==> config.mk <==
export PLATFORM = sky130hd
export DESIGN_NAME = fp_unpack_stage
export DESIGN_NICKNAME = d
export VERILOG_FILES = /design/src/rtl/fp_unpack_stage.sv
export SDC_FILE = /design/constraint.sdc
export NUM_CORES = 1
export LEC_CHECK = 0
export ABC_AREA = 1
export ABC_CLOCK_PERIOD_IN_PS = 1130
export CAP_MARGIN = 15
export CORE_ASPECT_RATIO = 1.1
export CORE_MARGIN = 1.5
export CORE_UTILIZATION = 57
export CTS_CLUSTER_DIAMETER = 60
export DETAILED_ROUTE_END_ITERATION = 6
export DONT_BUFFER_PORTS = 1
export GPL_TIMING_DRIVEN = 0
export PLACE_DENSITY = 0.84
export SKIP_CTS_REPAIR_TIMING = 1
export SLEW_MARGIN = 20
export SYNTH_ARGS = -nofsm -noshare
export SYNTH_HDL_FRONTEND = slang
export SYNTH_SLANG_ARGS = --single-unit
==> constraint.sdc <==
create_clock -name clk -period 1.13 [get_ports clk]
set_input_delay 0.226 -clock clk [delete_from_list [all_inputs] [get_ports clk]]
set_output_delay 0.226 -clock clk [all_outputs]
set_load 0.03 [all_outputs]
==> src/rtl/fp_unpack_stage.sv <==
// fp_unpack_stage
//   Unpacks a pair of IEEE-754 single-precision operands into a 37-bit
//   internal format and classifies the pair for the downstream adder path.
//   Unpacked format: [36] sign, [35:28] exponent, [27] hidden bit,
//   [26:4] fraction, [3:0] guard bits (always zero).
//
// Ports
//   clk       : rising-edge clock for all state
//   rst       : synchronous active-high reset
//   in_valid  : operand pair A/B is presented
//   in_ready  : stage can accept a pair this cycle (registered, = skid empty)
//   A, B      : IEEE-754 single-precision operands
//   out_valid : NA/NB/edata hold a valid result
//   out_ready : downstream accepts the result
//   NA, NB    : unpacked operands
//   edata     : path class (10 special, 01 zero operand, 00 ordinary)
//   op_count  : number of accepted pairs since reset (wraps)
module fp_unpack_stage (
  input  logic        clk,
  input  logic        rst,
  input  logic        in_valid,
  output logic        in_ready,
  input  logic [31:0] A,
  input  logic [31:0] B,
  output logic        out_valid,
  input  logic        out_ready,
  output logic [36:0] NA,
  output logic [36:0] NB,
  output logic [1:0]  edata,
  output logic [15:0] op_count
);

  // Denormals take exponent 1 with a clear hidden bit so they line up with
  // the smallest normal; zero keeps its sign; exp 255 passes through with
  // the hidden bit set and the fraction untouched.
  function automatic logic [36:0] unpack_op(input logic [31:0] x);
    logic [7:0]  exp_f;
    logic [22:0] frac_f;
    exp_f  = x[30:23];
    frac_f = x[22:0];
    if (exp_f == 8'd0) begin
      if (frac_f == 23'd0) begin
        unpack_op = {x[31], 8'd0, 1'b0, 23'd0, 4'd0};
      end else begin
        unpack_op = {x[31], 8'd1, 1'b0, frac_f, 4'd0};
      end
    end else begin
      unpack_op = {x[31], exp_f, 1'b1, frac_f, 4'd0};
    end
  endfunction

  // Special operands take priority over zero operands.
  function automatic logic [1:0] classify(input logic [31:0] a, input logic [31:0] b);
    logic a_special, b_special, a_zero, b_zero;
    a_special = (a[30:23] == 8'hFF);
    b_special = (b[30:23] == 8'hFF);
    a_zero    = (a[30:0] == 31'd0);
    b_zero    = (b[30:0] == 31'd0);
    if (a_special || b_special) begin
      classify = 2'b10;
    end else if (a_zero || b_zero) begin
      classify = 2'b01;
    end else begin
      classify = 2'b00;
    end
  endfunction

  logic        main_valid_q, main_valid_d;
  logic [36:0] main_na_q, main_na_d;
  logic [36:0] main_nb_q, main_nb_d;
  logic [1:0]  main_ed_q, main_ed_d;
  logic        skid_valid_q, skid_valid_d;
  logic [36:0] skid_na_q, skid_na_d;
  logic [36:0] skid_nb_q, skid_nb_d;
  logic [1:0]  skid_ed_q, skid_ed_d;
  logic        in_ready_q, in_ready_d;
  logic [15:0] op_count_q, op_count_d;

  logic        accept;
  logic        main_free;
  logic [36:0] new_na;
  logic [36:0] new_nb;
  logic [1:0]  new_ed;

  // The main register refills whenever it is empty or draining: the skid
  // entry (older) always goes first, otherwise the incoming pair goes
  // straight in. A pair arriving while main is stalled lands in the skid.
  // in_ready can only be high while the skid is empty, so an accept never
  // coincides with a full skid.
  always_comb begin
    main_valid_d = main_valid_q;
    main_na_d    = main_na_q;
    main_nb_d    = main_nb_q;
    main_ed_d    = main_ed_q;
    skid_valid_d = skid_valid_q;
    skid_na_d    = skid_na_q;
    skid_nb_d    = skid_nb_q;
    skid_ed_d    = skid_ed_q;

    accept    = in_valid && in_ready_q;
    main_free = !main_valid_q || out_ready;
    new_na    = unpack_op(A);
    new_nb    = unpack_op(B);
    new_ed    = classify(A, B);

    if (main_free) begin
      if (skid_valid_q) begin
        main_valid_d = 1'b1;
        main_na_d    = skid_na_q;
        main_nb_d    = skid_nb_q;
        main_ed_d    = skid_ed_q;
        skid_valid_d = 1'b0;
      end else if (accept) begin
        main_valid_d = 1'b1;
        main_na_d    = new_na;
        main_nb_d    = new_nb;
        main_ed_d    = new_ed;
      end else begin
        main_valid_d = 1'b0;
      end
    end else if (accept) begin
      skid_valid_d = 1'b1;
      skid_na_d    = new_na;
      skid_nb_d    = new_nb;
      skid_ed_d    = new_ed;
    end

    in_ready_d = !skid_valid_d;
    op_count_d = accept ? op_count_q + 16'd1 : op_count_q;
  end

  // Reset discards any pending pairs and zeroes the visible result so the
  // outputs are never X even before the first transfer.
  always_ff @(posedge clk) begin
    if (rst) begin
      main_valid_q <= 1'b0;
      main_na_q    <= 37'd0;
      main_nb_q    <= 37'd0;
      main_ed_q    <= 2'b00;
      skid_valid_q <= 1'b0;
      skid_na_q    <= 37'd0;
      skid_nb_q    <= 37'd0;
      skid_ed_q    <= 2'b00;
      in_ready_q   <= 1'b1;
      op_count_q   <= 16'd0;
    end else begin
      main_valid_q <= main_valid_d;
      main_na_q    <= main_na_d;
      main_nb_q    <= main_nb_d;
      main_ed_q    <= main_ed_d;
      skid_valid_q <= skid_valid_d;
      skid_na_q    <= skid_na_d;
      skid_nb_q    <= skid_nb_d;
      skid_ed_q    <= skid_ed_d;
      in_ready_q   <= in_ready_d;
      op_count_q   <= op_count_d;
    end
  end

  assign in_ready  = in_ready_q;
  assign out_valid = main_valid_q;
  assign NA        = main_na_q;
  assign NB        = main_nb_q;
  assign edata     = main_ed_q;
  assign op_count  = op_count_q;

endmodule

# Word-level counts from Yosys, hierarchy flattened
# Index checks and enable logic that the tools add are counted.
dict set report op_classes {
  n_mul 0
  add_sub_neg 1
  shifts 0
  n_div 0
  n_reduce_logical 15
  mux 16
  eq_ne 2
  n_lt_le_gt_ge 0
  n_bitwise 1
}
# cell count
set op_table {}
lappend op_table {{$mux 37} 4}
lappend op_table {{$mux 36} 2}
lappend op_table {{$logic_not 31->1} 2}
lappend op_table {{$mux 29} 2}
lappend op_table {{$logic_not 23->1} 2}
lappend op_table {{$add 16x1->16 const B} 1}
lappend op_table {{$eq 8x8->1 const B} 2}
lappend op_table {{$logic_not 8->1} 2}
lappend op_table {{$mux 2} 3}
lappend op_table {{$mux 1} 5}
lappend op_table {{$reduce_and 2->1} 2}
lappend op_table {{$logic_or 1x1->1} 3}
lappend op_table {{$logic_not 1->1} 2}
lappend op_table {{$reduce_bool 2->1} 1}
lappend op_table {{$logic_and 1x1->1} 1}
lappend op_table {{$not 1->1} 1}
dict set report word_totals {
  ram_bits 0
  input_bits 68
  romBits 0
  latchBits 0
  n_memories 0
  regBits 171
}

# Depth between registers and ports, before layout
dict set report logic_depth {
  depth_word 6
  mapped_depth 10
}

# Worst setup path after synthesis
# OpenSTA, ideal clock, no wires.
dict set report synth_timing {
  kind {reg-to-reg}
  startpoint {reg op_count_q[1] (netlist: op_count[1])}
  endpoint {reg op_count_q[14] (netlist: op_count[14])}
  arrival_time_ns 1.408
  required_ns 1.004
  stages_incl_launch_ff 9
  setup_time_ns 0.126
  slack_ns -0.405
  n_path_buf 0
  cell_sequence {dfxtp_1 ha_1 nand3_2 nor2_4 nand3_4 nor2_2 nand3_1 nand2_1 nor2_2}
}
dict set report synth_via {
  elab_chain_len 1
}
# element line
set synth_rtl {}
lappend synth_rtl {{start: declaration} 77} ;# logic [15:0] op_count_q, op_count_d;
lappend synth_rtl {{start signal: assignment} 156} ;# op_count_q <= op_count_d;
lappend synth_rtl {{$add 16x1->16} 129} ;# op_count_d = accept ? op_count_q + 16'd1 : op_count_q;
# No other way between the ends.
# A chain may end at the register's enable or synchronous reset.

# Worst setup path in the final report
dict set report layout_timing {
  startpoint {reg in_ready_q (netlist: in_ready)}
  endpoint {reg main_na_q[15] (netlist: NA[15])}
}
dict set report layout_via {
  elab_chain_len 3
}
# element line
set layout_rtl {}
lappend layout_rtl {{start: declaration} 76} ;# logic in_ready_q, in_ready_d;
lappend layout_rtl {{start signal: assignment} 155} ;# in_ready_q <= in_ready_d;
lappend layout_rtl {{$logic_and 1x1->1} 100} ;# accept = in_valid && in_ready_q;
lappend layout_rtl {{$reduce_bool 2->1 (no line)} --}
lappend layout_rtl {{$reduce_and 2->1 (no line)} --}
lappend layout_rtl {{end signal: assignment} 148} ;# main_na_q <= main_na_d;
lappend layout_rtl {{end: declaration} 69} ;# logic [36:0] main_na_q, main_na_d;
# No other way between the ends.

==> impl_summary.md <==
Timing
In the final timing run, aggregate negative setup slack is -38.42 ns. Setup violations remaining at the end of the flow were counted as 150. The final worst clock skew is 0.00697 ns. The final critical-path share of the clock period is 136%. The measured slew at the worst slew-check pin is 0.829 ns. The count of endpoints failing hold in the final timing report is 22.

Counting I/O delays and the setup requirement, the final critical path takes 1.54 ns. Hold timing on the final database bottoms out at a slack of -0.0287 ns. Setup repair after global routing could not meet its margin everywhere. The final worst slack is -0.411 ns. In this run the tightest slew margin relative to its limit is 44.7%. The max-slew violation total from the final report is 0. Timing would allow up to 649 MHz.

Worst setup path
The critical path data required time is 1.46 ns. The class of the most critical setup path is reg -> reg. STA classifies the critical path endpoint as a register.

STA classifies the critical path startpoint as a register. Data on the critical path arrives at its endpoint at 1.87 ns. In this run the worst path has a maximum fanout of 7.

Cells and area
The filler cells instantiated in the layout total 686. The ratio of cells with drive above 1 in the final layout is 27.9%. The filler-free cell count of the finished design is 1191. The final cell utilization of the core is 80.7%. The area growth from synthesis to layout is 37.6%. The final net count is 1098. The count of antenna diodes in the layout is 0. The final non-filler cell area is 0.00928 sq mm.

Floorplan
The initial utilization of the core area, before any placement, comes to 58.7%. In this run the vertical extent of the chip is 117 um. The standard-cell row count is 41. The floorplan step defined a die boundary enclosing 0.0125 sq mm.

The core area is 0.0115 sq mm. The floorplan step set the die width to 107 um. The top-level I/O count is 162.

GRT
The total congestion overflow after global routing is 0. The initial antenna violation count is 0. The maximum number of pins on one net before global-route repair is 17.

The first global-routing pass estimated 29100 um of wire. Across every metal layer, demand over resource in global routing totals 29.8%. The number of global-route vias before repair is 5817.

Drt
For this block, the initial DRC count from the detailed router was 781. The via density per instance is 6.24. After detailed routing, the average wire length per cell comes to 20.2 um. The total number of vias is 7428.

The routed design has 24100 um of wire. Before antenna repair, the detailed router went through 7 iterations. The count of nets left with antenna violations once routing finished came out at 0. The number of remaining DRC errors is 0.

Run status
The run finished, with violations left. The checks that failed: negative hold slack, negative setup slack.

Worst hold path
The path category of the worst min-delay check is in -> reg.

Clocking
The later pin in the worst-skew pair is clocked with a latency of 0.43 ns. The post-CTS clock slew at the launch and capture registers of the worst setup and hold paths is 0.06 ns. The buffer type at the clock tree root is sky130_fd_sc_hd__clkbuf_16. The maximum clock path buffer count is 2. The clock tree from TritonCTS is yes.

The total clock sinks is 155. The number of clock buffers inserted by TritonCTS is 17. The H-tree generated during clock tree synthesis spans 4 levels.

Synthesis
The mean instance size in the synthesized netlist is 7.30 sq um. The cell area that synthesis handed to floorplanning was 0.00674 sq mm. After synthesis, flip-flops and latches occupy 46.0% of the total area. Synthesis inferred 155 register bits. In the synthesized netlist, the number of instances is 924. For this run, the number of Yosys warnings is 0. The number of distinct library cells after synthesis is 33.

Placed design
The HPWL reported at the end of detailed placement is 13300 um. The placed instances occupy a cell area of 0.00717 sq mm. At the placement stage, the worst setup path has a slack of -0.400 ns.

The count of placed standard cells including taps is 1081. The congestion estimate from routability-driven global placement came to 0.874. The count of buffers added on input and output ports is 0.

Flow run
Max-cap violations in this run came to 0.

Power
The leakage power of the design is 3.88 nW. VDD sags by at most 811 uV. Summing internal, switching and leakage power gives 14.7 mW. In this run the power density over the cells is 1580 mW/mm^2.
==> Yosys cell counts, drive strengths merged <==
master | instances | area share [%]
a211oi | 2 | 0.22
a21oi | 167 | 12
a311oi | 5 | 1.1
a31oi | 15 | 1.4
buf | 49 | 4.5
clkbuf | 19 | 1.1
clkinv | 2 | 0.13
conb | 1 | 0.056
dfxtp | 155 | 46
ha | 1 | 0.19
inv | 89 | 5.0
nand2 | 166 | 9.5
nand3 | 19 | 1.7
nand4 | 10 | 0.93
nor2 | 75 | 4.4
nor3 | 6 | 0.45
nor3b | 1 | 0.28
o211ai | 1 | 0.11
o21ai | 138 | 10
o21bai | 1 | 0.11
or2 | 2 | 0.19
==> state kept, by name, summed over array words and instances (netlist names) <==
name and flops:
edata 2, NB 33, skid_valid_q 1, in_ready 1
op_count 16, out_valid 1, skid_na_q 33, skid_ed_q 2
NA 33, skid_nb_q 33
==> power by group <==
part	internal, mW	total [mW]	switching [mW]	leakage (nW)
Combinational	0.863	2.00	1.14	2.28
Clock	3.65	6.02	2.36	0.295
Sequential	5.86	6.64	0.783	1.30
==> worst max-delay path, cell delays in order (launching register included) <==
cell and delay (ns):
sky130_fd_sc_hd__dfxtp_4 0.43, sky130_fd_sc_hd__nand2_8 0.12, sky130_fd_sc_hd__nand2_4 0.11, sky130_fd_sc_hd__nand2_8 0.09, sky130_fd_sc_hd__clkinv_8 0.10, sky130_fd_sc_hd__buf_12 0.15, sky130_fd_sc_hd__clkbuf_16 0.16, sky130_fd_sc_hd__o21ai_2 0.05
sky130_fd_sc_hd__a21oi_1 0.23
==> placed cells by master, fill, tap and decap left out, types with 14 or more instances in the layout <==
cell and instances:
sky130_fd_sc_hd__o21ai_0 24, sky130_fd_sc_hd__nand3_1 15, sky130_fd_sc_hd__buf_4 22, sky130_fd_sc_hd__nand2_1 159, sky130_fd_sc_hd__dfxtp_1 69, sky130_fd_sc_hd__a21oi_1 147, sky130_fd_sc_hd__dlygate4sd3_1 60, sky130_fd_sc_hd__a21oi_2 20
sky130_fd_sc_hd__clkbuf_16 25, sky130_fd_sc_hd__dfxtp_4 14, sky130_fd_sc_hd__dfxtp_2 72, sky130_fd_sc_hd__nor2_1 59, sky130_fd_sc_hd__inv_1 83, sky130_fd_sc_hd__o21ai_2 32, sky130_fd_sc_hd__o21ai_1 79
==> worst paths after layout <==
check,start,end,slack [ns],cells past startpoint
hold / removal,B[19],skid_nb_q[23],-0.03,2
setup reg to reg,in_ready,NA[15],-0.41,8
setup / recovery,in_ready,NA[15],-0.41,8
hold reg to reg,skid_na_q[30],NA[30],0.48,2
==> cells by family after synthesis <==
kind of cell | Yosys count | synth area share [%]
AOI/OAI and AO/OA | 329 | 25.6
and+or+nand+nor | 279 | 17.4
buffers and inverters | 159 | 10.7
adders and majority gates | 1 | 0.186
other | 1 | 0.0556
DFF | 155 | 46.0
==> layout make-up <==
class                           count  area, sq um  share of cell area (%)
Tap cell                          150          188                    2.02
Buffer                             68          616                    6.64
Sequential cell                   155         3250                    35.0
Clock buffer                       21          472                    5.08
Inverter                           91          382                    4.11
Multi-Input combinational cell    617         3360                    36.3
Clock inverter                     10          139                    1.50
Timing Repair Buffer               79          873                    9.41
==> metal layers <==
| metal | wire length [um] | track usage [%] | vias to the layer above |
|---|---|---|---|
| li1 | - | - | 3269 |
| met1 | 8740 | 36.0 | 3403 |
| met2 | 11200 | 48.5 | 588 |
| met3 | 2860 | 9.30 | 168 |
| met4 | 1250 | 14.5 | 0 |
| met5 | 0 | 0 | - |
Note: power is estimated with default switching activity, not from simulation.
